[src/rtl/dmem_arb_pkg.sv]
// Shared constants and FSM state encoding for the data-memory arbiter.
package dmem_arb_pkg;

  localparam int DEF_AW = 11;
  localparam int DEF_DW = 32;

  typedef enum logic [1:0] {
    S_IDLE   = 2'd0,
    S_ACCESS = 2'd1,
    S_RESP   = 2'd2
  } state_t;

endpackage

[src/rtl/dmem_arbiter_rr_pick2.sv]
// Two-way round-robin pick: a lone request wins outright; on a tie the port
// that was not served last wins.
module rr_pick2 (
  input  logic req0,
  input  logic req1,
  input  logic last,
  output logic gnt_valid,
  output logic gnt_id
);

  assign gnt_valid = req0 | req1;
  assign gnt_id    = (req0 & req1) ? ~last : req1;

endmodule

[src/rtl/dmem_arbiter.sv]
// Two-port req/ack arbiter in front of a single-port data memory.
// Optional perf counters are built when DMEM_ARB_PERFCNT_EN is defined.
module dmem_arbiter
  import dmem_arb_pkg::*;
#(
  parameter int AW = DEF_AW,
  parameter int DW = DEF_DW
) (
  input  logic          w_clk,
  input  logic          w_rst,
  input  logic          w_req0,
  input  logic          w_we0,
  input  logic [AW-1:0] w_addr0,
  input  logic [DW-1:0] w_wdata0,
  output logic          w_ack0,
  input  logic          w_req1,
  input  logic          w_we1,
  input  logic [AW-1:0] w_addr1,
  input  logic [DW-1:0] w_wdata1,
  output logic          w_ack1,
  output logic [DW-1:0] w_rdata,
  output logic [AW-1:0] w_mem_addr,
  output logic          w_mem_we,
  output logic [DW-1:0] w_mem_din,
  input  logic [DW-1:0] w_mem_dout
`ifdef DMEM_ARB_PERFCNT_EN
  ,
  output logic [31:0]   w_cnt_acc0,
  output logic [31:0]   w_cnt_acc1,
  output logic [31:0]   w_cnt_wait
`endif
);

  state_t        state;
  logic          r_win;
  logic          r_we;
  logic          r_last;
  logic [AW-1:0] r_addr;
  logic [DW-1:0] r_wdata;
  logic [DW-1:0] r_rdata;

  logic          gnt_valid;
  logic          gnt_id;
  logic          other_req;
  logic          load_id;
  logic          sel_we;
  logic [AW-1:0] sel_addr;
  logic [DW-1:0] sel_wdata;

  rr_pick2 u_pick (
    .req0      (w_req0),
    .req1      (w_req1),
    .last      (r_last),
    .gnt_valid (gnt_valid),
    .gnt_id    (gnt_id)
  );

  // In RESP the only candidate is the port that was not just served.
  assign other_req = r_win ? w_req0 : w_req1;

  always_comb begin
    load_id   = (state == S_RESP) ? ~r_win : gnt_id;
    sel_we    = load_id ? w_we1    : w_we0;
    sel_addr  = load_id ? w_addr1  : w_addr0;
    sel_wdata = load_id ? w_wdata1 : w_wdata0;
  end

  always_ff @(posedge w_clk or posedge w_rst) begin
    if (w_rst) begin
      state   <= S_IDLE;
      r_win   <= 1'b0;
      r_we    <= 1'b0;
      r_last  <= 1'b1;
      r_addr  <= '0;
      r_wdata <= '0;
      r_rdata <= '0;
      w_ack0  <= 1'b0;
      w_ack1  <= 1'b0;
    end else begin
      case (state)
        S_IDLE: begin
          w_ack0 <= 1'b0;
          w_ack1 <= 1'b0;
          if (gnt_valid) begin
            r_win   <= load_id;
            r_we    <= sel_we;
            r_addr  <= sel_addr;
            r_wdata <= sel_wdata;
            state   <= S_ACCESS;
          end
        end
        S_ACCESS: begin
          r_rdata <= w_mem_dout;
          r_last  <= r_win;
          w_ack0  <= ~r_win;
          w_ack1  <= r_win;
          state   <= S_RESP;
        end
        S_RESP: begin
          w_ack0 <= 1'b0;
          w_ack1 <= 1'b0;
          if (other_req) begin
            r_win   <= load_id;
            r_we    <= sel_we;
            r_addr  <= sel_addr;
            r_wdata <= sel_wdata;
            state   <= S_ACCESS;
          end else begin
            state <= S_IDLE;
          end
        end
        default: begin
          w_ack0 <= 1'b0;
          w_ack1 <= 1'b0;
          state  <= S_IDLE;
        end
      endcase
    end
  end

  // Decoded from state so that an async reset kills a pending write at once.
  assign w_mem_we   = (state == S_ACCESS) & r_we;
  assign w_mem_addr = r_addr;
  assign w_mem_din  = r_wdata;
  assign w_rdata    = r_rdata;

`ifdef DMEM_ARB_PERFCNT_EN
  logic [31:0] cnt_acc0;
  logic [31:0] cnt_acc1;
  logic [31:0] cnt_wait;

  always_ff @(posedge w_clk or posedge w_rst) begin
    if (w_rst) begin
      cnt_acc0 <= '0;
      cnt_acc1 <= '0;
      cnt_wait <= '0;
    end else begin
      if (w_ack0)
        cnt_acc0 <= cnt_acc0 + 32'd1;
      if (w_ack1)
        cnt_acc1 <= cnt_acc1 + 32'd1;
      if ((w_req0 | w_req1) & ~(w_ack0 | w_ack1))
        cnt_wait <= cnt_wait + 32'd1;
    end
  end

  assign w_cnt_acc0 = cnt_acc0;
  assign w_cnt_acc1 = cnt_acc1;
  assign w_cnt_wait = cnt_wait;
`endif

endmodule

[config.mk]
export PLATFORM = sky130hd
export DESIGN_NAME = dmem_arbiter
export DESIGN_NICKNAME = d
export VERILOG_FILES = /design/src/rtl/dmem_arb_pkg.sv /design/src/rtl/dmem_arbiter_rr_pick2.sv /design/src/rtl/dmem_arbiter.sv
export SDC_FILE = /design/constraint.sdc
export NUM_CORES = 1
export LEC_CHECK = 0
export BUFFER_PORTS_ARGS = -buffer_cell sky130_fd_sc_hd__buf_2
export CAP_MARGIN = 30
export CORE_ASPECT_RATIO = 0.9
export CORE_MARGIN = 2
export CORE_UTILIZATION = 50
export CTS_CLUSTER_DIAMETER = 40
export DETAILED_ROUTE_END_ITERATION = 6
export PLACE_DENSITY = 0.86
export SKIP_LAST_GASP = 1
export SLEW_MARGIN = 20
export SYNTH_ARGS = -nofsm -noshare
export SYNTH_HDL_FRONTEND = slang
export SYNTH_SLANG_ARGS = --single-unit
export TNS_END_PERCENT = 10
[constraint.sdc]
create_clock -name w_clk -period 5.3 [get_ports w_clk]
set_input_delay 1.06 -clock w_clk [delete_from_list [all_inputs] [get_ports w_clk]]
set_output_delay 1.06 -clock w_clk [all_outputs]
set_load 0.01 [all_outputs]
==> results of run 1 <==
-- power by group --
part / leakage, nW / total, mW / switching (mW) / internal (mW)
clock: 0.106 / 0.501 / 0.232 / 0.269
combinational: 1.78 / 1.66 / 0.959 / 0.700
sequential: 0.962 / 1.17 / 0.219 / 0.948
total: 2.85 / 3.33 / 1.41 / 1.92
-- stage by stage --
stage / utilization / cell area (sq um) / hold WS (ps) / power (mW)
4_1_cts: 0.6713 / 5364 / 480.5 / 3.333
3_5_place_dp: 0.6431 / 5139 / 458.0 / 2.823
2_1_floorplan: - / 4083 / 487.0 / 2.239
3_3_place_gp: 0.6397 / 5111 / 456.4 / 2.729
6_report: 0.6748 / 5391 / 472.1 / 3.328
5_1_grt: 0.6748 / 5391 / 515.9 / 3.593
-- cells by family after synthesis --
| kind of cell | Yosys count | synth area share |
|---|---|---|
| compound gates | 92 | 0.1578 |
| simple gates | 195 | 0.1827 |
| flops | 82 | 0.5029 |
| mux | 46 | 0.1131 |
| buf+inv | 39 | 0.04352 |
-- state kept, by name, indices dropped and copies added (netlist names) --
register    cells
w_mem_din      32
w_rdata        32
w_mem_addr     11
state           2
r_last          1
r_we            1
r_win           1
w_ack0          1
w_ack1          1
-- layout by cell type (no fill, tap or decap), drive strengths merged, types with 2 or more instances in the layout --
cell type,synthesis,layout
a221oi,44,44
nor2,91,91
a21oi,44,44
clkinvlp,0,2
inv,2,3
mux2i,45,45
dfrtp,81,81
nand2,99,99
clkbuf,13,9
clkinv,1,3
nand2b,2,2
bufinv,0,2
buf,23,209
-- tightest hold or removal path, stage by stage (launching register included) --
cell	delay [ps]
dfrtp_1	350
nand2_1	50
nand2_1	50
-- area by class of cell --
class | instances | area (sq um)
inverter | 3 | 12.51
multi-input combinational | 333 | 1869
fill | 655 | 2599
clock inverter | 7 | 101.3
tap | 99 | 123.9
timing repair buffer | 209 | 1106
sequential | 82 | 2054
clock buffer | 9 | 123.9
-- layer usage --
layer  routed length [um]  track usage
met1                 4619       0.3109
met4                  221      0.09932
met2                 5272       0.4150
met3                 1005      0.06921
met5                    0            0
-- worst max-delay path by stage --
stage | end | slack, ps | from
3_3_place_gp | w_mem_we | 2030 | state[1]
5_1_grt | w_mem_we | 1380 | state[1]
2_1_floorplan | r_we | 2130 | w_rst
6_report | w_mem_we | 1610 | state[1]
4_1_cts | w_mem_we | 1580 | state[1]
3_5_place_dp | w_mem_we | 1980 | state[1]
==> results_dict.tcl, run 1 <==
set metrics [dict create \
    dp_slack_ps 1985 \
    first_pass_iters 4 \
    grt_pass1_vias 3949 \
    critical-path-top-delay-family "buffers and inverters" \
    powerDensity_mw_per_mm2 617.2 \
    synth_largest_area_cell "dfrtp_1" \
    start_util 0.5110 \
    synth.most_common_cell "nand2_1" \
    syn_nets 578 \
    drt_wl_total_um 11120 \
    seq_area_frac_synth 0.5029 \
    core_area_sq_mm 0.007990 \
    antenna_found_initial 0 \
    hp-class "register to register" \
    maxCapViolCount 0 \
    crit_slowest_cell "clkinv_1" \
    cp-end-kind "output port" \
    track_usage 0.2506 \
    setup_slack_ps 1614 \
    clk_path_buf_depth 2 \
    io_pins 202 \
    antenna_cells 0 \
    period_share 0.6954 \
    ys_async_sr_fraction 1.000 \
    cp.required_ps 4240 \
    clock_skew_ps 6.260 \
    grt_overflow 0 \
    reg2reg_to "w_mem_din[22]" \
    placed_cells 725 \
    gp_congestion 0.7870 \
    finalSetupTns_ps 0 \
    slew_headroom 0.4443 \
    ant_nets 0 \
    slowest_delay_ps 760 \
    postCtsSetupBuffers 0 \
    post_cts_resized 0 \
    cts_tree "yes" \
    rsz0062_at_grt "no" \
    synth_seq_cells 82 \
    criticalPathCategory "register to output port" \
    min_from "w_rdata[0]" \
    dp_hpwl_um 7974 \
    fmax_mhz 271.3 \
    synth.area.top_cells "dfrtp_1, mux2i_1, a221oi_1" \
    path_cells "nand2b_1, buf_4, clkinv_1, and2_1, buf_2" \
    hold_path_depth 2 \
    regToRegSetupSlack_ps 2830 \
    startpoint_type "register" \
    hold_viol 0 \
    cts_buffers 9 \
    critPathArrivalTime_ps 2630 \
    avgSynthCellArea_sq_um 8.993 \
    die_area_sq_mm 0.008905 \
    reg2reg_depth 5 \
    routedWlPerCell_um 14.99 \
    drt_iter0_markers 207 \
    nNetsFinal 762 \
    rows 31 \
    power_leakage_nw 2.850 \
    critPathMaxFanout 36 \
    holdPathEnd "w_rdata[0]" \
    viasPerCell 5.495 \
    synth_cells 454 \
    vias 4077 \
    drc 0 \
    grt_start_max_net_pins 55 \
    maxSlewViolCount 0 \
    final_cells 742 \
    synth_area_sq_mm 0.004083 \
    crit_cells 5 \
    synthTopCellsByCount "nand2_1, nor2_1, dfrtp_1" \
    synth_ff_type "dfrtp_1" \
    die_w_um 99.25 \
    cts_root_buf "clkbuf_8" \
    cts.clk_slew.worst_paths_ps 90 \
    die_h_um 89.73 \
    synthToLayoutAreaGrowth_pct 32.06 \
    synth_edf_count 0 \
    h-tree-depth 3 \
    grt_pass1_wl_um 18040 \
    worstMarginPinSlew_ps 828.5 \
    cts_sinks 82 \
    vdd_drop_max_mv 0.3340 \
    crit_buf_inv 3 \
    r2r_start "state[0]" \
    fin_crit_ps 3686 \
    ys_types 22 \
    final_layout_size_suffix_gt1_frac 0.3608 \
    netlist.area_leader.share 0.4965 \
    cts_hold_buf 0 \
    yosys_warnings 0 \
    io_buffer_count 201 \
    status "finished clean" \
    clkLatencyLatePin_ps 340 \
    setup_viol 0 \
]
Note: power is estimated with default switching activity, not from simulation.
==> run 2: changes to the inputs <==
--- a/config.mk
+++ b/config.mk
@@ -5,14 +5,15 @@
 export SDC_FILE = /design/constraint.sdc
 export NUM_CORES = 1
 export LEC_CHECK = 0
+export ABC_AREA = 1
 export BUFFER_PORTS_ARGS = -buffer_cell sky130_fd_sc_hd__buf_2
 export CAP_MARGIN = 30
 export CORE_ASPECT_RATIO = 0.9
 export CORE_MARGIN = 2
-export CORE_UTILIZATION = 50
+export CORE_UTILIZATION = 47
 export CTS_CLUSTER_DIAMETER = 40
 export DETAILED_ROUTE_END_ITERATION = 6
-export PLACE_DENSITY = 0.86
+export PLACE_DENSITY = 0.81
 export SKIP_LAST_GASP = 1
 export SLEW_MARGIN = 20
 export SYNTH_ARGS = -nofsm -noshare
==> constraint.sdc (replaced) <==
create_clock -name w_clk -period 3.49 [get_ports w_clk]
set_input_delay 0.698 -clock w_clk [delete_from_list [all_inputs] [get_ports w_clk]]
set_output_delay 0.698 -clock w_clk [all_outputs]
set_load 0.01 [all_outputs]
==> run 2 against run 1 <==
Net effect: register-to-register slack got worse by 1200 ps; worst hold slack worse by 140 ps; sequential share of layout area is 0.84 points lower; largest power group unchanged; final area grew 2.2%; critical endpoint unchanged; wire length grew 6.2%; sequential power is 47% higher; clock skew increased by 8.0 ps; synthesized cell count rose by 22%; highest routed layer unchanged; core utilization down 3.5 points; first-iteration DRC count increased by 16%.
==> results_dict.tcl, run 2 <==
set metrics [dict create \
    core_area_sq_mm 0.008608 \
    dp_slack_ps 1149 \
    period_share 0.7432 \
    ant_nets 0 \
    grt_start_max_net_pins 48 \
    fin_crit_ps 2594 \
    antenna_found_initial 0 \
    synth_largest_area_cell "dfrtp_1" \
    grt_overflow 0 \
    powerDensity_mw_per_mm2 873.1 \
    grt_pass1_vias 4039 \
    die_w_um 103.3 \
    cts_root_buf "clkbuf_8" \
    gp_congestion 0.8193 \
    io_pins 202 \
    setup_viol 0 \
    n_fill_cell 758 \
    ys_async_sr_fraction 1.000 \
    rsz0062_at_grt "no" \
    cts_sinks 82 \
    critPathMaxFanout 35 \
    cp.required_ps 2790 \
    clkLatencyLatePin_ps 350 \
    vdd_drop_max_mv 0.3777 \
    cts_hold_buf 0 \
    worstMarginPinSlew_ps 834.9 \
    h-tree-depth 3 \
    critPathArrivalTime_ps 1900 \
    hp-class "input pin to asynchronous set/reset pin" \
    io_buffer_count 201 \
    synthToLayoutAreaGrowth_pct 32.18 \
    setup_slack_ps 896.3 \
    track_usage 0.2424 \
    maxSlewViolCount 0 \
    antenna_cells 0 \
    drc 0 \
    power_leakage_nw 3.365 \
    avgSynthCellArea_sq_um 7.550 \
    fin_total_pwr_mw 4.810 \
    die_h_um 93.34 \
    synth_seq_cells 82 \
    dp_hpwl_um 8071 \
    clock_skew_ps 14.30 \
    post_cts_resized 0 \
    startpoint_type "register" \
    regToRegSetupSlack_ps 1620 \
    routedWlPerCell_um 13.71 \
    die_area_sq_mm 0.009638 \
    cts_tree "yes" \
    synth_edf_count 0 \
    postCtsSetupBuffers 0 \
    cts_buffers 9 \
    syn_nets 676 \
    hold_viol 0 \
    seq_area_frac_synth 0.4926 \
    vias 4417 \
    synth_ff_type "dfrtp_1" \
    final_layout_size_suffix_gt1_frac 0.3275 \
    cp-end-kind "output port" \
    synth.area.top_cells "dfrtp_1, nand3_1, nand2_1" \
    drt_iter0_markers 240 \
    status "finished clean" \
    synthTopCellsByCount "nand2_1, nand3_1, inv_1" \
    grt_pass1_wl_um 18360 \
    start_util 0.4842 \
    viasPerCell 5.130 \
    maxCapViolCount 0 \
    final_common_cell "buf_2" \
    synth_area_sq_mm 0.004168 \
    netlist.area_leader.share 0.4863 \
    slew_headroom 0.4414 \
    ys_types 17 \
    fmax_mhz 385.6 \
    finalSetupTns_ps 0 \
    yosys_warnings 0 \
    rows 32 \
    drt_wl_total_um 11810 \
    cts.clk_slew.worst_paths_ps 100 \
    synth.most_common_cell "nand2_1" \
    synth_cells 552 \
    clk_path_buf_depth 2 \
    layout_common_cells "buf_2, nand2_1, nand3_1, inv_1, dfrtp_1" \
    criticalPathCategory "register to output port" \
    first_pass_iters 5 \
    nNetsFinal 861 \
]
[run 2: cell types whose count changed after synthesis, moves of 10 or more]
cell,change
inv_1,+87
clkbuf_1,+11
nand3_1,+133
nand4_1,+44
buf_2,-10
nor2_1,-85
a21oi_1,-44
nand2_1,+49
a221oi_1,-44
mux2i_1,-45
[run 2: routing by layer]
| metal | vias to the layer above | routed length (um) | global-route usage |
|---|---|---|---|
| met2 | 205 | 6009 | 0.4199 |
| met5 | - | 0 | 0 |
| met4 | 0 | 214 | 0.08772 |
| met3 | 19 | 787 | 0.02840 |
| met1 | 2050 | 4794 | 0.3113 |
| li1 | 2143 | - | - |
[run 2: where the power goes]
part           leakage (nW)  internal [mW]  switching (mW)
Combinational          2.27          0.925            1.52
Clock                0.0884          0.271           0.374
Sequential             1.00           1.44           0.278
[run 2: critical path: stages, from the launching register on]
cell and delay (ps):
dfrtp_1 450, nor2_2 130, buf_4 330, inv_2 320
nor2_1 160, buf_2 140
[run 2: worst paths after layout]
check	cells past startpoint	endpoint	startpoint
worst max-delay path	5	w_mem_we	state[1]
max in group asynchronous	4	w_mem_addr[7]	w_rst
worst min-delay path	2	w_rdata[2]	w_rst
worst min register to register	2	w_rdata[21]	w_rdata[21]
min in group w_clk	2	w_rdata[21]	w_rdata[21]
worst max register to register	7	w_mem_din[12]	r_win
[run 2: stage by stage]
step                cells  hold slack, ps  cell area, sq um    util
finish                861           334.9              5509  0.6400
global route          861           361.6              5509  0.6400
CTS                   857           336.0              5411  0.6286
detailed placement    841           454.2              5226  0.6071
global placement      840           448.8              5206  0.6048
floorplan             552           460.7              4168       -
[run 2: final cells by class]
type	instances	area (sq um)	area share
clock inverters	7	61.31	0.01113
repair buffers	213	1176	0.2135
multi-input cells	339	1599	0.2903
inverters	92	346.6	0.06291
flip-flops and latches	82	2053	0.3727
clock buffers	9	123.9	0.02248
well taps	119	148.9	0.02703
[run 2: cell families after synthesis]
logic type | Yosys count | share of synthesized area
buffers and inverters | 131 | 0.1279
and+or+nand+nor | 337 | 0.3762
AOI/OAI and AO/OA | 2 | 0.003302
DFF | 82 | 0.4926
